<file path="config.mk">
export PLATFORM = sky130hd
export DESIGN_NAME = class_hvec_search_flat
export DESIGN_NICKNAME = d
export VERILOG_FILES = /design/src/rtl/class_hvec_search_if.sv /design/src/rtl/class_hvec_search.sv /design/src/flat_wrapper.sv
export SDC_FILE = /design/constraint.sdc
export NUM_CORES = 1
export LEC_CHECK = 0
export BUFFER_PORTS_ARGS = -buffer_cell sky130_fd_sc_hd__clkbuf_2
export CAP_MARGIN = 20
export CORE_MARGIN = 1.5
export CORE_UTILIZATION = 50
export CTS_CLUSTER_SIZE = 24
export DETAILED_ROUTE_END_ITERATION = 10
export PLACE_DENSITY = 0.7
export SYNTH_ARGS = -nofsm -noshare
export SYNTH_HDL_FRONTEND = slang
export SYNTH_SLANG_ARGS = --single-unit
</file>
<file path="constraint.sdc">
create_clock -name clk -period 17.6 [get_ports clk]
set_input_delay 3.52 -clock clk [delete_from_list [all_inputs] [get_ports clk]]
set_output_delay 3.52 -clock clk [all_outputs]
set_load 0.02 [all_outputs]
</file>
<file path="src/rtl/class_hvec_search_if.sv">
// rtl/class_hvec_search_if.sv - query, class-generator and result signals of the class search
interface class_hvec_search_if #(
    parameter int DI_PARALLEL_W_BITS = 64,
    parameter int DIST_W             = 8
);
    logic                          start;
    logic [DI_PARALLEL_W_BITS-1:0] query_frame_in;
    logic                          query_valid;
    logic                          query_ready;
    logic [2:0]                    class_frame_id;
    logic [1:0]                    class_frame_index;
    logic [DI_PARALLEL_W_BITS-1:0] class_vec_in;
    logic [2:0]                    result_class;
    logic [DIST_W-1:0]             result_dist;
    logic                          result_valid;
    logic                          result_ready;
    logic                          busy;

    modport slave (
        input  start, query_frame_in, query_valid, class_vec_in, result_ready,
        output query_ready, class_frame_id, class_frame_index,
               result_class, result_dist, result_valid, busy
    );

    modport master (
        output start, query_frame_in, query_valid, class_vec_in, result_ready,
        input  query_ready, class_frame_id, class_frame_index,
               result_class, result_dist, result_valid, busy
    );
endinterface

</file>
<file path="src/rtl/class_hvec_search.sv">
// rtl/class_hvec_search.sv - nearest-class Hamming search over frame-serial hypervectors
module class_hvec_search #(
    parameter int DI_PARALLEL_W_BITS = 64,
    parameter int NUM_CLASSES        = 8,
    parameter int NUM_FRAMES         = 3,
    parameter int DIST_W             = 8
) (
    input  logic                clk,
    input  logic                rst,
    class_hvec_search_if.slave  bus
);
    typedef enum logic [2:0] {
        S_IDLE, S_LOAD, S_COMPARE, S_REDUCE, S_DONE
    } state_e;

    state_e                        state_q, state_d;
    logic [2:0]                    k_q, k_d;
    logic [1:0]                    f_q, f_d;
    logic [DI_PARALLEL_W_BITS-1:0] query_reg_q, query_reg_d;
    logic [DIST_W-1:0]             acc_q [NUM_CLASSES];
    logic [DIST_W-1:0]             acc_d [NUM_CLASSES];
    logic [2:0]                    result_class_q, result_class_d;
    logic [DIST_W-1:0]             result_dist_q, result_dist_d;

    logic [DI_PARALLEL_W_BITS-1:0] diff;
    logic [6:0]                    frame_pop;
    logic [2:0]                    min_idx;
    logic [DIST_W-1:0]             min_val;

    assign diff = query_reg_q ^ bus.class_vec_in;

    always_comb begin
        frame_pop = '0;
        for (int i = 0; i < DI_PARALLEL_W_BITS; i++) begin
            frame_pop = frame_pop + {6'd0, diff[i]};
        end
    end

    // Strict less-than keeps the lowest index on ties.
    always_comb begin
        min_idx = '0;
        min_val = acc_q[0];
        for (int i = 1; i < NUM_CLASSES; i++) begin
            if (acc_q[i] < min_val) begin
                min_val = acc_q[i];
                min_idx = 3'(i);
            end
        end
    end

    always_comb begin
        state_d        = state_q;
        k_d            = k_q;
        f_d            = f_q;
        query_reg_d    = query_reg_q;
        acc_d          = acc_q;
        result_class_d = result_class_q;
        result_dist_d  = result_dist_q;
        case (state_q)
            S_IDLE: begin
                if (bus.start) begin
                    for (int i = 0; i < NUM_CLASSES; i++) acc_d[i] = '0;
                    f_d     = '0;
                    state_d = S_LOAD;
                end
            end
            S_LOAD: begin
                if (bus.query_valid) begin
                    query_reg_d = bus.query_frame_in;
                    k_d         = '0;
                    state_d     = S_COMPARE;
                end
            end
            S_COMPARE: begin
                acc_d[k_q] = acc_q[k_q] + DIST_W'(frame_pop);
                if (k_q == 3'(NUM_CLASSES - 1)) begin
                    if (f_q == 2'(NUM_FRAMES - 1)) begin
                        state_d = S_REDUCE;
                    end else begin
                        f_d     = f_q + 2'd1;
                        state_d = S_LOAD;
                    end
                end else begin
                    k_d = k_q + 3'd1;
                end
            end
            S_REDUCE: begin
                result_class_d = min_idx;
                result_dist_d  = min_val;
                state_d        = S_DONE;
            end
            S_DONE: begin
                if (bus.result_ready) state_d = S_IDLE;
            end
            default: state_d = S_IDLE;
        endcase
    end

    always_ff @(posedge clk) begin
        if (rst) begin
            state_q        <= S_IDLE;
            k_q            <= '0;
            f_q            <= '0;
            query_reg_q    <= '0;
            result_class_q <= '0;
            result_dist_q  <= '0;
            for (int i = 0; i < NUM_CLASSES; i++) acc_q[i] <= '0;
        end else begin
            state_q        <= state_d;
            k_q            <= k_d;
            f_q            <= f_d;
            query_reg_q    <= query_reg_d;
            result_class_q <= result_class_d;
            result_dist_q  <= result_dist_d;
            acc_q          <= acc_d;
        end
    end

    assign bus.query_ready       = (state_q == S_LOAD);
    assign bus.busy              = (state_q != S_IDLE);
    assign bus.result_valid      = (state_q == S_DONE);
    assign bus.result_class      = result_class_q;
    assign bus.result_dist       = result_dist_q;
    assign bus.class_frame_id    = (state_q == S_COMPARE) ? k_q : 3'd0;
    assign bus.class_frame_index = (state_q == S_COMPARE) ? f_q : 2'd0;
endmodule

</file>
<file path="src/flat_wrapper.sv">
// flat-port wrapper written by rule: the top's interface ports become plain ports
module class_hvec_search_flat 
#(
    parameter int DI_PARALLEL_W_BITS = 64,
    parameter int NUM_CLASSES        = 8,
    parameter int NUM_FRAMES         = 3,
    parameter int DIST_W             = 8
)
  (clk, rst, bus_start, bus_query_frame_in, bus_query_valid, bus_class_vec_in, bus_result_ready, bus_query_ready, bus_class_frame_id, bus_class_frame_index, bus_result_class, bus_result_dist, bus_result_valid, bus_busy);
  class_hvec_search_if #(.DI_PARALLEL_W_BITS(DI_PARALLEL_W_BITS), .DIST_W(DIST_W)) bus_i ();
  input  logic clk;
  input  logic rst;
  input wire logic [$bits(bus_i.start)-1:0] bus_start;
  input wire logic [$bits(bus_i.query_frame_in)-1:0] bus_query_frame_in;
  input wire logic [$bits(bus_i.query_valid)-1:0] bus_query_valid;
  input wire logic [$bits(bus_i.class_vec_in)-1:0] bus_class_vec_in;
  input wire logic [$bits(bus_i.result_ready)-1:0] bus_result_ready;
  output wire logic [$bits(bus_i.query_ready)-1:0] bus_query_ready;
  output wire logic [$bits(bus_i.class_frame_id)-1:0] bus_class_frame_id;
  output wire logic [$bits(bus_i.class_frame_index)-1:0] bus_class_frame_index;
  output wire logic [$bits(bus_i.result_class)-1:0] bus_result_class;
  output wire logic [$bits(bus_i.result_dist)-1:0] bus_result_dist;
  output wire logic [$bits(bus_i.result_valid)-1:0] bus_result_valid;
  output wire logic [$bits(bus_i.busy)-1:0] bus_busy;
  assign bus_i.start = bus_start;
  assign bus_i.query_frame_in = bus_query_frame_in;
  assign bus_i.query_valid = bus_query_valid;
  assign bus_i.class_vec_in = bus_class_vec_in;
  assign bus_i.result_ready = bus_result_ready;
  assign bus_query_ready = bus_i.query_ready;
  assign bus_class_frame_id = bus_i.class_frame_id;
  assign bus_class_frame_index = bus_i.class_frame_index;
  assign bus_result_class = bus_i.result_class;
  assign bus_result_dist = bus_i.result_dist;
  assign bus_result_valid = bus_i.result_valid;
  assign bus_busy = bus_i.busy;
  class_hvec_search #(.DI_PARALLEL_W_BITS(DI_PARALLEL_W_BITS), .NUM_CLASSES(NUM_CLASSES), .NUM_FRAMES(NUM_FRAMES), .DIST_W(DIST_W)) u_core (.clk(clk), .rst(rst), .bus(bus_i));
endmodule
</file>
==> key figures, run 1 <==
Logic synthesis
  – Syn_area_per_cell: roughly 8.4 µm²
  – EDFF count, synth: 0
  – Post-synthesis cell area: 10,660 µm²
  – Syn_nets: between 1,500 and 2,000
  – Cell count after synthesis: 1,269
  – Synth Flop Type: dfxtp_1
  – #FFs+latches synth: 147
  – Netlist cell types: 85
  – Asr flop ratio synth: 0%
  – Post-synthesis sequential area ratio: 27.61%
  – Ys Warns: 0

Routing
  – Residual DRC count: 0
  – Metal2 WL: between 10 and 15 mm
  – Drt pass-1 iters: 5
  – Total Wirelength: 29.53 mm
  – Max Used Layer: met4
  – Drt wl/cell: 17.64 µm
  – Vias: 9,527
  – Detail Route met3 WL: 2.137 mm
  – DR vias/cell: 5.691
  – Met1 Wirelength: roughly 12 mm
  – ANT nets after route: 0
  – DR iter-0 viols: 686

Clocking
  – Post-CTS Hold Buffers: 0
  – CTS sink cnt: 147
  – Max Buffers Root-to-Sink: 2
  – Resized cells post-CTS: 0
  – CTS Buf Count: 17
  – Worst skew pair latency: 0.43 ns
  – Root Buffer: clkbuf_16
  – H-Tree Depth: 4
  – CTS clk-pin slew, worst paths: 0.07 ns
  – CTS tree: done
  – Post-CTS setup buffers: 0

Global route
  – GR Util All Layers: 27.25%
  – Largest net degree at the start of global routing: between 70 and 80
  – Global route total overflow: 0
  – Global-route wire length before repair: 47.11 mm
  – Vias in the first global route: a little over 9,000
  – Initial antenna violation count: 1

Die
  – Initial Utilization: between 50% and 60%
  – IO Pins: around 150
  – Row count: 53
  – Die X-Extent: 149 µm
  – Die Ht: 149 µm
  – Core Region: 20,960 µm²
  – Die area: around 22,000 µm²

Run
  – Max-Cap Viols: 0

Worst setup path
  – Critical Path AT: 14.97 ns
  – Top cell by count, worst path: a21o_1
  – Critical Path End Type: register
  – Worst path buffer plus inverter count: 4
  – Critical path class: reg -> reg
  – Slowest-stage cell, CP: a311o_1
  – Critical Path Start Type: register
  – Required time worst endpoint: 17.88 ns
  – Delay-heaviest family, CP: compound AO/OA/AOI/OAI gates
  – CP max stage delay: approximately 0.66 ns
  – CP max FO: 21

Placement
  – Number of port buffers: 151
  – Routability Congestion: 0.9478
  – Placed Cells: 1,642
  – HPWL Detailed: about 22 mm

Timing
  – Final period utilization: between 80% and 90%
  – Clock skew: 0.01411 ns
  – Pins Over Slew Limit: 0
  – Relative slew slack: roughly 28%
  – Setup TNS: 0 ns
  – Final-report setup violation count: 0
  – Maximum clock frequency: 68.06 MHz
  – Final Critical Period: about 15 ns
  – Tightest Pin Transition: 1.065 ns
  – Unrepaired setup endpoints after global routing: no
  – Final Hold Fails: 0

Layout
  – Most common cell after layout, fill and taps aside: nand2_1
  – Share of layout cells above drive strength 1: 18.01%
  – Cell Count, Final, Fillers Out: 1,674
  – Commonest cells after routing, fill and taps aside: nand2_1, a21oi_1, clkbuf_2, dfxtp_1, nor2_1
  – Register Area: 2943 µm²
  – # nets final: 1,641
  – Antenna fix cells: 0
  – Area growth, synth to finish: 14.23%
  – Multi-input gate area: 7232 µm²
  – Fill count: around 1,900

Status
  – Status: finished, final reports clean

Min path
  – HP Class: reg -> reg
==> cell usage after synthesis (3+ instances only) <==
| cell | instances | share of area, % |
|---|---|---|
| a211o_1 | 6 | 0.49 |
| a211oi_1 | 9 | 0.63 |
| a211oi_2 | 8 | 0.94 |
| a21o_1 | 23 | 1.6 |
| a21oi_1 | 157 | 7.4 |
| a221o_1 | 3 | 0.28 |
| a22oi_1 | 21 | 1.5 |
| a311oi_1 | 5 | 0.41 |
| and2_1 | 8 | 0.47 |
| and4_1 | 6 | 0.49 |
| buf_1 | 13 | 0.46 |
| clkbuf_1 | 45 | 1.6 |
| dfxtp_1 | 147 | 28 |
| fa_1 | 55 | 10 |
| ha_1 | 67 | 7.9 |
| inv_1 | 69 | 2.4 |
| maj3_1 | 3 | 0.28 |
| mux2_2 | 6 | 0.63 |
| mux2i_1 | 14 | 1.3 |
| mux4_2 | 10 | 2.1 |
| nand2_1 | 206 | 7.3 |
| nand2b_1 | 17 | 1.0 |
| nand3_1 | 62 | 2.9 |
| nand3b_1 | 3 | 0.21 |
| nand4_1 | 4 | 0.23 |
| nor2_1 | 98 | 3.5 |
| nor2b_1 | 7 | 0.41 |
| nor3_1 | 12 | 0.56 |
| nor3b_1 | 5 | 0.35 |
| o2111ai_1 | 3 | 0.25 |
| o21a_1 | 5 | 0.35 |
| o21ai_0 | 18 | 0.85 |
| o21ai_1 | 3 | 0.14 |
| o21bai_1 | 5 | 0.35 |
| o22a_1 | 3 | 0.25 |
| o22ai_1 | 3 | 0.18 |
| or2_2 | 7 | 0.41 |
| xnor2_1 | 19 | 1.6 |
| xor2_1 | 56 | 4.6 |
==> routing by layer <==
layer	vias to the layer above	GRT usage, %
li1	4633	-
met1	4446	34.32
met2	374	45.19
met3	74	5.413
met4	0	12.08
met5	-	0
==> flip-flops by register name, summed over array words and instances (netlist names) <==
register,count
u_core.acc_q,64
u_core.query_reg_q,64
u_core.bus.result_dist,8
u_core.bus.result_class,3
u_core.k_q,3
u_core.state_q,3
u_core.f_q,2
==> worst reg2reg max path, delay by kind of cell, from the launching register on <==
kind,cells,cell delay [ns]
mux,3,0.97
buf+inv,4,0.36
compound gates,34,7.87
simple gates,17,3.04
flops,1,0.44
fa+ha+maj,7,1.87
==> kinds of logic after synthesis <==
logic type | share of synthesized area, %
XOR/XNOR | 6.163
adder cells (fa/ha/maj) | 18.58
buffers and inverters | 4.661
AND/OR/NAND/NOR | 19.18
multiplexers | 4.062
AO/OA/AOI/OAI | 19.73
flip-flops | 27.61
==> stage by stage <==
step	instance area, µm²	hold WS, ns	utilization (%)	setup slack (ns)
after detailed placement	11590	0.4560	55.32	3.312
final	12170	0.4583	58.10	2.907
after global routing	12170	0.4820	58.10	1.756
after floorplan	10660	0.4436	-	4.710
after global placement	11590	0.4455	55.32	3.748
after CTS	12170	0.4649	58.10	3.174
==> cell type report <==
type	count	area share [%]
inverters	70	2.158
clock buffers	18	3.607
repair buffers	158	6.660
well taps	275	2.826
flip-flops and latches	147	24.17
multi-input cells	992	59.40
clock inverters	14	1.172
==> final timing paths <==
kind	start	endpoint	slack [ns]	depth (start not counted)
max	u_core.acc_q[58]	u_core.bus.result_dist[1]	2.91	65
min	u_core.bus.result_dist[0]	u_core.bus.result_dist[0]	0.46	2
max reg2reg	u_core.acc_q[58]	u_core.bus.result_dist[1]	2.91	65
min reg2reg	u_core.bus.result_dist[0]	u_core.bus.result_dist[0]	0.46	2
Power of run 1 is not shown: default switching activity piles up to over one toggle a cycle in this logic, so the estimate is an artifact.
==> inputs of run 2 (changes only) <==
- ABC_AREA: not set -> 1
- PLACE_DENSITY: 0.7 -> 0.71
- clock period: 17.6 -> 14.2 ns (I/O delays scaled with it)
==> run 2 against run 1 <==
Effect of this change: core utilization increased by 0.61 points; highest routed layer unchanged; sequential share of layout area rose by 1.5 points; critical path type unchanged; synthesized area fell by 6.6%; critical path depth shrank 21; worst hold slack gained 0.0085 ns; synthesized cell count increased by 4.6%; sequential cell count is the same; clock-buffer cell count is 2 higher; register-to-register slack better by 0.85 ns; global-route usage decreased by 0.27 points.
==> key figures, run 2 <==
Worst setup path
  – Delay-heaviest family, CP: compound AO/OA/AOI/OAI gates
  – R2r setup slk: 3.76 ns
  – CP max FO: 17
  – CP max stage delay: 0.62 ns
  – Required time worst endpoint: 14.55 ns
  – Critical Path AT: about 11 ns
  – Slowest-stage cell, CP: a211oi_1
  – Critical path class: reg -> reg
  – Reg2reg path depth: 44
  – Worst path depth: 44
  – Worst path buffer plus inverter count: 2
  – Critical Path Start Type: register
  – Critical Path End Type: register

Clocking
  – Post-CTS Hold Buffers: 0
  – CTS Buf Count: 17
  – H-Tree Depth: 4
  – Post-CTS setup buffers: 0
  – CTS sink cnt: 147
  – Resized cells post-CTS: 0
  – Max Buffers Root-to-Sink: 2
  – Root Buffer: clkbuf_16
  – Worst skew pair latency: between 0.4 and 0.5 ns
  – CTS tree: done
  – CTS clk-pin slew, worst paths: roughly 0.070 ns

Timing
  – Final Critical Period: roughly 10 ns
  – Setup TNS: 0 ns
  – Unrepaired setup endpoints after global routing: no
  – Tightest Pin Transition: 0.8650 ns
  – Pins Over Slew Limit: 0
  – Final period utilization: 73.55%
  – Clock skew: around 0.012 ns
  – Maximum clock frequency: 95.75 MHz
  – Final-report setup violation count: 0
  – Relative slew slack: around 42%
  – Final Hold Fails: 0

Logic synthesis
  – Most instantiated library cell after synthesis: nand2_1
  – EDFF count, synth: 0
  – Syn_nets: 1,582
  – Post-synthesis cell area: 9956 µm²
  – Yosys top cell by area: dfxtp_1
  – Cell count after synthesis: between 1,000 and 1,500
  – #FFs+latches synth: 147
  – Syn_area_per_cell: roughly 7.5 µm²
  – Top cells by count, synth: nand2_1, nor2_1, dfxtp_1
  – Synth Flop Type: dfxtp_1
  – Ys Warns: 0
  – Synth top area cells: dfxtp_1, fa_1, nand2_1, ha_1, nor2_1
  – Area share of the largest cell type after synthesis: 29.56%
  – Post-synthesis sequential area ratio: between 20% and 30%
  – Netlist cell types: between 40 and 50
  – Asr flop ratio synth: 0%

Routing
  – Vias: 9,186
  – Drt pass-1 iters: 5
  – Drt wl/cell: roughly 15 µm
  – Residual DRC count: 0
  – Total Wirelength: 26.45 mm
  – DR iter-0 viols: 750
  – DR vias/cell: 5.279
  – ANT nets after route: 0

Layout
  – Finished Cell Area: around 11,000 µm²
  – Register Area: 2943 µm²
  – Commonest cells after routing, fill and taps aside: nand2_1, nor2_1, clkbuf_2, dfxtp_1, inv_1
  – Cell Count, Final, Fillers Out: 1,740
  – Fill count: about 1,900
  – Multi-input gate area: 6364 µm²
  – # nets final: 1,717
  – Most common cell after layout, fill and taps aside: nand2_1
  – Area growth, synth to finish: 15.13%
  – Share of layout cells above drive strength 1: roughly 15%
  – Antenna fix cells: 0

Die
  – Die area: about 21,000 µm²
  – IO Pins: ~150
  – Die Ht: 144.1 µm
  – Initial Utilization: 50.99%
  – Die X-Extent: between 100 and 150 µm
  – Core Region: 19,530 µm²
  – Row count: between 50 and 60

Run
  – Max-Cap Viols: 0

Global route
  – Vias in the first global route: between 8,000 and 9,000
  – Initial antenna violation count: 0
  – GR Util All Layers: 26.98%
  – Global-route wire length before repair: 43.77 mm
  – Largest net degree at the start of global routing: 77
  – Global route total overflow: 0

Min path
  – HP Class: reg -> reg
  – Hold path depth: 2

Placement
  – Number of port buffers: 151
  – Placed inst area: 10,890 µm²
  – Routability Congestion: 0.8951
  – Placed Cells: 1,707
  – HPWL Detailed: 20.18 mm

Status
  – Status: finished, final reports clean
==> run 2: final timing paths <==
check | end | startpoint
setup / recovery | u_core.bus.result_dist[7] | u_core.acc_q[63]
hold / removal | u_core.acc_q[0] | u_core.acc_q[0]
setup reg to reg | u_core.bus.result_dist[7] | u_core.acc_q[63]
hold reg to reg | u_core.acc_q[0] | u_core.acc_q[0]
==> run 2: cell families (layout without fill, tap and decap cells) <==
| group | count (synthesis) | in the layout | share of synthesized area [%] |
|---|---|---|---|
| simple gates | 555 | 555 | 23.15 |
| compound gates | 266 | 266 | 14.79 |
| buf+inv | 164 | 312 | 6.598 |
| flops | 147 | 147 | 29.56 |
| fa+ha+maj | 122 | 122 | 19.48 |
| xor+xnor | 73 | 73 | 6.422 |
==> run 2: worst reg2reg max path: cells and delay by family (launching register included) <==
kind                       cells  cell delay, ns
and+or+nand+nor               15            2.16
adders and majority gates      7            2.13
DFF                            1            0.36
buffers and inverters          2            0.11
AOI/OAI and AO/OA             20            5.62
==> run 2: through the flow <==
step                hold WS, ns  util (%)  setup WS (ns)
CTS                      0.4644     58.60          3.862
finish                   0.4668     58.70          3.756
global route             0.4891     58.70          3.013
global placement         0.4495     55.77          3.568
floorplan                0.4410         -          4.027
detailed placement       0.4562     55.77          3.454
==> run 2: final cells by class <==
type	instances	share of cell area (%)
Multi-Input combinational cell	1016	55.52
Sequential cell	147	25.67
Timing Repair Buffer	156	7.030
Inverter	124	4.061
Clock buffer	20	3.984
Tap cell	265	2.893
Clock inverter	12	0.8405
==> run 2: per-layer routing <==
layer,vias to the layer above,routed length (µm),track usage [%]
met5,-,0,0
met4,0,909,10.96
met3,56,2061,7.152
met2,315,12210,43.59
met1,4233,11270,34.17
li1,4582,-,-
Power of run 2 is left out for the same reason.
==> inputs of run 3 (changes only) <==
- PLACE_DENSITY: 0.71 -> 0.73
- clock period: 14.2 -> 8.9 ns (I/O delays scaled with it)
==> run 3 against run 2 <==
Effect of this change: setup slack worse by 3.4 ns; die area is the same; non-clock buffer count increased by 46; register-to-register slack got worse by 3.2 ns; final area grew 4.6%; routed wire length up 3.3%; sequential cell count stayed put; critical path depth is 17 lower; first-iteration DRC count decreased by 6.7%; clock skew shrank 0.0032 ns; largest cell class unchanged.
==> key figures, run 3 (same netlist as run 2, synthesis figures left out) <==
Min path
  – Worst Hold Path EP: u_core.acc_q[59]
  – Hold path depth: 2
  – Critical hold path startpoint: u_core.acc_q[59]
  – HP Class: reg -> reg

Global route
  – Global-route wire length before repair: 43.57 mm
  – Global route total overflow: 0
  – Largest net degree at the start of global routing: 77
  – Initial antenna violation count: 1
  – GR Util All Layers: 26.89%
  – Vias in the first global route: 8,958

Routing
  – DR vias/cell: between 5 and 6
  – Total Wirelength: roughly 27 mm
  – Vias: 9,437
  – Drt pass-1 iters: 5
  – Residual DRC count: 0
  – Drt wl/cell: approximately 15 µm
  – DR iter-0 viols: 700
  – ANT nets after route: 0

Layout
  – Finished Cell Area: 11,990 µm²
  – Cell Count, Final, Fillers Out: around 1,800
  – Most common cell after layout, fill and taps aside: nand2_1
  – # nets final: 1,765
  – Share of layout cells above drive strength 1: 19.44%
  – Antenna fix cells: 0
  – Commonest cells after routing, fill and taps aside: nand2_1, nor2_1, clkbuf_2, dfxtp_1, inv_1
  – Area growth, synth to finish: 20.47%
  – Fill count: 1,800

Clocking
  – CTS tree: done
  – Root Buffer: clkbuf_16
  – Max Buffers Root-to-Sink: 2
  – H-Tree Depth: 4
  – Worst skew pair latency: 0.43 ns
  – CTS sink cnt: 147
  – CTS clk-pin slew, worst paths: 0.06 ns
  – CTS Buf Count: 17

Timing
  – Post-route setup slack: 0.3344 ns
  – Relative slew slack: 39.48%
  – Final period utilization: 96.24%
  – Final Hold Fails: 0
  – Final-report setup violation count: 0
  – Tightest Pin Transition: 0.9077 ns
  – Setup TNS: 0 ns
  – Clock skew: between 0.008 and 0.009 ns
  – Final Critical Period: between 8 and 9 ns
  – Pins Over Slew Limit: 0
  – Maximum clock frequency: 116.7 MHz

Worst setup path
  – Slowest-stage cell, CP: fa_1
  – Critical Path End Type: register
  – CP max stage delay: approximately 0.56 ns
  – CP max FO: 8
  – R2R Path Start: u_core.acc_q[63]
  – Required time worst endpoint: 9.25 ns
  – Critical Path AT: 8.92 ns
  – Critical path class: in -> reg
  – Critical Path Start Type: primary input
  – R2r setup slk: 0.53 ns
  – Top cell by count, worst path: fa_1
  – Origin of the worst setup path: bus_class_vec_in[0]
  – RR Endpoint: u_core.bus.result_dist[0]
  – Reg2reg path depth: 59

Die
  – Die X-Extent: 144.1 µm
  – Initial Utilization: between 50% and 60%
  – IO Pins: 152
  – Core Region: between 15,000 and 20,000 µm²
  – Row count: 51
  – Die Ht: 144.1 µm
  – Die area: 20,770 µm²

Placement
  – Pre-CTS setup slack: -0.4681 ns
  – Number of port buffers: between 150 and 200
  – Placed Cells: 1,748
  – Placed inst area: roughly 11,000 µm²
  – Routability Congestion: 0.9187
  – HPWL Detailed: about 21 mm

Status
  – Status: finished, final reports clean

Run
  – Max-Cap Viols: 0
-- run 3: changes by cell type in the layout (fill, tap and decap cells not counted), moves of 7 or more --
cell | before | now
buf_4 | 4 | 45
o21ai_0 | 112 | 86
o21ai_1 | 0 | 25
a21oi_1 | 101 | 94
a21oi_2 | 6 | 13
-- run 3: final cells by class --
class,instances,area [µm²],area share [%]
Clock buffer,20,466.7,3.891
Clock inverter,12,97.59,0.8137
Inverter,124,465.4,3.881
Multi-Input combinational cell,1018,6494,54.14
Sequential cell,147,2943,24.54
Tap cell,265,331.6,2.764
Timing Repair Buffer,202,1196,9.973
-- run 3: worst max-delay path by stage --
stage	endpoint	cells past startpoint
5_1_grt	u_core.bus.result_dist[3]	59
4_1_cts	u_core.acc_q[7]	27
3_5_place_dp	u_core.acc_q[22]	26
3_3_place_gp	u_core.acc_q[46]	26
6_report	u_core.acc_q[15]	27
2_1_floorplan	u_core.acc_q[30]	25
-- run 3: critical path, delay by kind of cell --
family | cells | cell delay, ns
XOR/XNOR | 3 | 0.41
AND/OR/NAND/NOR | 2 | 0.19
AO/OA/AOI/OAI | 6 | 0.88
adder cells (fa/ha/maj) | 12 | 5.31
buffers and inverters | 4 | 0.34
-- run 3: routing by layer --
| layer | GRT usage, % | wire length (µm) | vias up |
|---|---|---|---|
| li1 | - | - | 4665 |
| met1 | 33.41 | 11590 | 4399 |
| met2 | 46.21 | 13220 | 334 |
| met3 | 6.556 | 2038 | 39 |
| met4 | 7.734 | 488 | 0 |
| met5 | 0 | 0 | - |
-- run 3: per-stage QoR --
step	hold slack (ns)	utilization, %
detailed placement	0.4561	57.63
CTS	0.4639	60.56
floorplan	0.4410	-
finish	0.4617	61.43
global placement	0.4488	57.63
global route	0.4849	61.43
-- run 3: timing repair --
| action | in CTS | in global routing |
|---|---|---|
| pin swaps | 1 | 14 |
| endpoints found under the setup margin | 6 | 43 |
| endpoints found under the hold margin | 0 | 0 |
| setup buffers | 1 | 4 |
| hold buffers | 0 | 0 |
| cloned | 0 | 2 |
| resized for setup | 0 | 49 |
Power of run 3 is left out for the same reason.
